## config.mk

```make
export PLATFORM = sky130hd
export DESIGN_NAME = rf_write_arbiter
export DESIGN_NICKNAME = d
export VERILOG_FILES = /design/src/rtl/rf_write_arbiter.sv
export SDC_FILE = /design/constraint.sdc
export NUM_CORES = 1
export LEC_CHECK = 0
export CORE_ASPECT_RATIO = 0.7
export CORE_MARGIN = 2
export CORE_UTILIZATION = 30
export CTS_BUF_LIST = sky130_fd_sc_hd__clkbuf_4
export CTS_CLUSTER_SIZE = 20
export DETAILED_ROUTE_END_ITERATION = 6
export SETUP_SLACK_MARGIN = 0.3
export SYNTH_ARGS = -nofsm -noshare
export SYNTH_HDL_FRONTEND = slang
export SYNTH_SLANG_ARGS = --single-unit
```

## constraint.sdc

```tcl
create_clock -name clk -period 4.4 [get_ports clk]
set_input_delay 0.88 -clock clk [delete_from_list [all_inputs] [get_ports clk]]
set_output_delay 0.88 -clock clk [all_outputs]
set_load 0.005 [all_outputs]
```

## src/rtl/rf_write_arbiter.sv

```systemverilog
// rf_write_arbiter
//   Shares the register file's single write port between the writeback stage (WB)
//   and the multi-cycle mul/div unit (MDU). Holds a scoreboard of MDU destinations
//   in flight and reports per-read-port busy flags to the hazard/stall logic.
//
//   Optional feature macro: RFWA_BYPASS_EN
//     defined   : adds fwd1_hit/fwd2_hit/fwd_data; a staged write no longer raises busy.
//     undefined : the staged write reports busy for its one staged cycle.
//
// Ports
//   clk, rst_n                   clock, asynchronous active-low reset
//   wb_valid/wb_ready/wb_wn/wb_wd       WB write request handshake
//   mdu_valid/mdu_ready/mdu_wn/mdu_wd   MDU result handshake (valid held until accepted)
//   sb_set, sb_rn, sb_conflict   MDU issue marks destination pending; WAW advisory flag
//   RN1, RN2, busy1, busy2       register file read indices and their stall flags
//   fwd1_hit, fwd2_hit, fwd_data staged-write forwarding (RFWA_BYPASS_EN only)
//   RegWrite, WN, WD             registered register file write port
//
// State | meaning
//   WB_PRI  | WB owns the write port; MDU writes only when WB is idle
//   MDU_PRI | MDU starved too long; MDU owns the write port for one cycle
module rf_write_arbiter #(
    parameter int DATA_W       = 32,
    parameter int ADDR_W       = 5,
    parameter int STARVE_LIMIT = 4
) (
    input  logic              clk,
    input  logic              rst_n,
    input  logic              wb_valid,
    output logic              wb_ready,
    input  logic [ADDR_W-1:0] wb_wn,
    input  logic [DATA_W-1:0] wb_wd,
    input  logic              mdu_valid,
    output logic              mdu_ready,
    input  logic [ADDR_W-1:0] mdu_wn,
    input  logic [DATA_W-1:0] mdu_wd,
    input  logic              sb_set,
    input  logic [ADDR_W-1:0] sb_rn,
    output logic              sb_conflict,
    input  logic [ADDR_W-1:0] RN1,
    input  logic [ADDR_W-1:0] RN2,
    output logic              busy1,
    output logic              busy2,
`ifdef RFWA_BYPASS_EN
    output logic              fwd1_hit,
    output logic              fwd2_hit,
    output logic [DATA_W-1:0] fwd_data,
`endif
    output logic              RegWrite,
    output logic [ADDR_W-1:0] WN,
    output logic [DATA_W-1:0] WD
);

    localparam int NREG  = 1 << ADDR_W;
    localparam int CNT_W = $clog2(STARVE_LIMIT + 1);

    typedef enum logic {WB_PRI = 1'b0, MDU_PRI = 1'b1} state_t;

    state_t            state_q, state_d;
    logic [CNT_W-1:0]  starve_cnt;
    logic [NREG-1:0]   sb_q;
    logic              wb_acc, mdu_acc, mdu_blocked;
    logic              staged_hit1, staged_hit2;

    assign wb_acc      = wb_valid & wb_ready;
    assign mdu_acc     = mdu_valid & mdu_ready;
    assign mdu_blocked = mdu_valid & ~mdu_ready;

    // state register
    always_ff @(posedge clk or negedge rst_n) begin
        if (!rst_n) state_q <= WB_PRI;
        else        state_q <= state_d;
    end

    // next state: MDU_PRI always lasts one cycle, since mdu_ready=1 there means the
    // MDU either gets accepted or has nothing pending.
    always_comb begin
        state_d = state_q;
        case (state_q)
            WB_PRI:  if (mdu_blocked && starve_cnt == CNT_W'(STARVE_LIMIT - 1))
                         state_d = MDU_PRI;
            MDU_PRI: state_d = WB_PRI;
            default: state_d = WB_PRI;
        endcase
    end

    // outputs
    always_comb begin
        wb_ready  = 1'b1;
        mdu_ready = ~wb_valid;
        case (state_q)
            WB_PRI: begin
                wb_ready  = 1'b1;
                mdu_ready = ~wb_valid;
            end
            MDU_PRI: begin
                wb_ready  = ~mdu_valid;
                mdu_ready = 1'b1;
            end
            default: ;
        endcase
    end

    always_ff @(posedge clk or negedge rst_n) begin
        if (!rst_n)           starve_cnt <= '0;
        else if (mdu_blocked) starve_cnt <= starve_cnt + 1'b1;
        else                  starve_cnt <= '0;
    end

    // Staging register. WN/WD follow any accepted write; a write to r0 completes
    // the handshake but never raises RegWrite.
    always_ff @(posedge clk or negedge rst_n) begin
        if (!rst_n) begin
            RegWrite <= 1'b0;
            WN       <= '0;
            WD       <= '0;
        end else if (wb_acc) begin
            RegWrite <= (wb_wn != '0);
            WN       <= wb_wn;
            WD       <= wb_wd;
        end else if (mdu_acc) begin
            RegWrite <= (mdu_wn != '0);
            WN       <= mdu_wn;
            WD       <= mdu_wd;
        end else begin
            RegWrite <= 1'b0;
        end
    end

    // Scoreboard: the set is written last so it wins over a same-index clear.
    always_ff @(posedge clk or negedge rst_n) begin
        if (!rst_n) begin
            sb_q <= '0;
        end else begin
            if (mdu_acc)
                sb_q[mdu_wn] <= 1'b0;
            if (sb_set && sb_rn != '0)
                sb_q[sb_rn] <= 1'b1;
        end
    end

    assign sb_conflict = sb_set & (sb_rn != '0) & sb_q[sb_rn];

    assign staged_hit1 = RegWrite & (WN == RN1) & (RN1 != '0);
    assign staged_hit2 = RegWrite & (WN == RN2) & (RN2 != '0);

`ifdef RFWA_BYPASS_EN
    assign busy1    = (RN1 != '0) & sb_q[RN1];
    assign busy2    = (RN2 != '0) & sb_q[RN2];
    assign fwd1_hit = staged_hit1;
    assign fwd2_hit = staged_hit2;
    assign fwd_data = WD;
`else
    assign busy1 = ((RN1 != '0) & sb_q[RN1]) | staged_hit1;
    assign busy2 = ((RN2 != '0) & sb_q[RN2]) | staged_hit2;
`endif

endmodule

```

==> results.toml <==
[synth]
synth_compound_area_frac = 0.165
yosys_most_used_dff = "dfrtp_1"
synthCells = 427
synth.mux.area_fraction = 0.138
ys_types = 48
synth-xor-area-share = 0.0207
yosysWarnings = 0
ys_async_sr_fraction = 1.00
synth-simple-area-share = 0.196
yosysTopAreaCell = "dfrtp_1"
syn_area_um2 = 4240
synth_top_family_by_area = "simple AND/OR/NAND/NOR gates"
synth-edff-count = 0
synth_seq_cells = 74
syn_avg_cell_area_um2 = 9.93
synth_commonest_cells = "76 x nor2_1, 74 x dfrtp_1, 50 x nand2_1, 32 x o22ai_1, 20 x a22o_1"
netlist.area_leader.share = 0.437
synth.most_common_cell = "nor2_1"
synth_adder_area_share = 0.00590
synth_fp_nets = 523
synthTopCellsByArea = "dfrtp_1 44%, mux4_2 7.4%, nor2_1 6.7%"
ys_seq_area_frac = 0.437

[critical_path]
r2r_end = "WD[17]"
path_buf_inv = 3
crit_path_start_kind = "input port"
r2r_cells = 6
cp_max_fo = 14
worst_path_max_delay_cell = "clkdlybuf4s50_1"
worstSetupPathType = "input port to primary output"
path_cells = "clkdlybuf4s50_1, buf_4, mux4_2, nor2b_1, nor3_1, a31oi_1, clkdlybuf4s50_1"
critical_path.max_stage_delay_ns = 0.56
cp_common_cell = "clkdlybuf4s50_1"
crit_family = "buffers and inverters"
r2r_start = "state_q"
r2r_slack_ns = 1.88
cp.required_ns = 3.52
arrival_ns = 3.08
cp-end-kind = "primary output"

[sta]
fmax_mhz = 253
setup_viol = 0
fin_crit_ns = 3.96
hold_violations = 0
tns_ns = 0
layout_setup_ws_ns = 0.445
fin_skew_ns = 0.00798
rsz0062_at_grt = "false"
slew_viol_final = 0
min_period_over_period = 0.899
worst_pin_slew_ns = 1.10
max_slew_margin = 0.264

[floorplanning]
fp.dieArea_um2 = 15100
die_y_um = 103
dieWidth_um = 146
rows = 36
initial_core_util = 0.306
core_um2 = 13900
io_pins = 137

[run]
drv_cap = 0

[hold_path]
min_to = "starve_cnt[0]"
hp-class = "flop to flop"
hold-path-cell-count = 1
worstHoldStart = "starve_cnt[0]"

[pwr]
ir_drop_v = 0.000158
finalPower_mw = 1.94
p_leak_nw = 2.40
p_per_area_nw_per_um2 = 326

[clock_tree]
clockRootBuffer = "clkbuf_4"
cts-buffers-inserted = 9
cts.sinks = 74
htreeDepth = 3
clock_latency_ns = 0.42
cts_setup_buffers = 0
clk_path_buf_depth = 2
clkTransAtPathRegs_ns = 0.11
cts_tree = "done"

[place]
hpwl_mm = 10.6
place_ws_ns = 0.240
gp_congestion = 0.917
port_buffers = 136

[route]
remaining_drc_errors = 0
vias_per_cell = 5.23
drt-pass1-iter-count = 4
wl_per_cell_um = 18.6
num_vias = 3951
wirelength_mm = 14.1
ant_nets = 0
drt_iter0_drc = 222

[final_layout]
final_nets = 656
layout-drive-gt1-share = 0.0903
syn_to_final_growth_pct = 40.5
antenna_cells = 0
nFillCells = 1393
post-route-util = 0.429

[global_route]
grt_pass1_wl_mm = 21.3
antenna_found_initial = 0
grt_start_max_net_pins = 75
overflow = 0
track_usage = 0.184
grt_pass1_vias = 3803

[run_status]
outcome = "finished clean"
[layer usage]
metal	wire length (µm)	part of all wire	global-route usage
met3	1390	0.099	0.0640
met1	6330	0.45	0.255
met5	0	0	0
met2	6160	0.44	0.274
met4	185	0.013	0.0560
[kinds of logic after synthesis]
| group | count (synthesis) |
|---|---|
| adders and majority gates | 2 |
| DFF | 74 |
| buffers and inverters | 35 |
| AOI/OAI and AO/OA | 96 |
| and+or+nand+nor | 179 |
| muxes | 31 |
| xor gates and xnor gates | 10 |
[cells in the final DEF, fill, tap and decap left out, types with 3 or more instances in the layout]
| master | n |
|---|---|
| xnor2_1 | 6 |
| nor2b_1 | 4 |
| o22ai_1 | 32 |
| clkdlybuf4s50_1 | 132 |
| a22o_1 | 20 |
| nor2_1 | 76 |
| mux4_2 | 14 |
| nand3_1 | 3 |
| nor3b_1 | 7 |
| nand2_1 | 50 |
| xor2_1 | 4 |
| mux4_1 | 6 |
| o2bb2ai_1 | 12 |
| buf_4 | 14 |
| nand2b_1 | 8 |
| o21ai_0 | 7 |
| nor3_1 | 6 |
| and3_1 | 8 |
| inv_1 | 8 |
| mux2i_1 | 10 |
| clkbuf_4 | 10 |
| dfrtp_1 | 74 |
| o211ai_1 | 3 |
| a21oi_1 | 10 |
| nand3b_1 | 4 |
| or2_2 | 3 |
[report_power, final]
group / leakage, nW / switching, mW / internal [mW]
logic: 1.45 / 0.193 / 0.336
registers: 0.866 / 0.157 / 0.783
clock network: 0.0838 / 0.236 / 0.233
[state kept, by name (all words and copies together) (netlist names)]
name and flops:
WD 32, starve_cnt 3, RegWrite 1, sb_q 32, state_q 1, WN 5
[timing repair]
action / 4_1_cts / 5_1_grt
pin swaps: 0 / 0
resized for setup: 2 / 1
hold buffers: 0 / 0
setup endpoints to repair: 2 / 1
[stage by stage]
stage                     instance area (µm²)  hold slack [ns]  std cells
after floorplan                          4240            0.408        427
after detailed placement                 5800            0.438        739
after global placement                   5800            0.418        739
final                                    5960            0.448        755
after global routing                     5960            0.485        755
after CTS                                5950            0.455        755
[final cells by class]
cell class | instances | area [µm²] | area share
Multi-Input combinational cell | 318 | 2220 | 0.373
Inverter | 8 | 30.0 | 0.00504
Sequential cell | 74 | 1850 | 0.311
Tap cell | 190 | 238 | 0.0399
Clock inverter | 6 | 81.3 | 0.0137
Clock buffer | 10 | 75.1 | 0.0126
Timing Repair Buffer | 149 | 1460 | 0.244
[worst reg2reg max path: cells and delay by family, from the launching register on]
kind	cells	cell delay [ns]
AO/OA/AOI/OAI	1	0.11
buffers and inverters	2	0.57
flip-flops	1	0.49
AND/OR/NAND/NOR	3	1.28
[worst max-delay path by stage]
stage                  endpoint  depth (start not counted)  slack [ns]      from
finish              sb_conflict                          7        0.44  sb_rn[0]
global route              busy1                          7        0.32    RN1[1]
CTS                       busy2                          7        0.39    RN2[1]
detailed placement        busy2                          6        0.24    RN2[0]
global placement          busy1                          6        0.29    RN1[0]
floorplan                 busy2                          5        1.36    RN2[0]
Note: power is estimated with default switching activity, not from simulation.
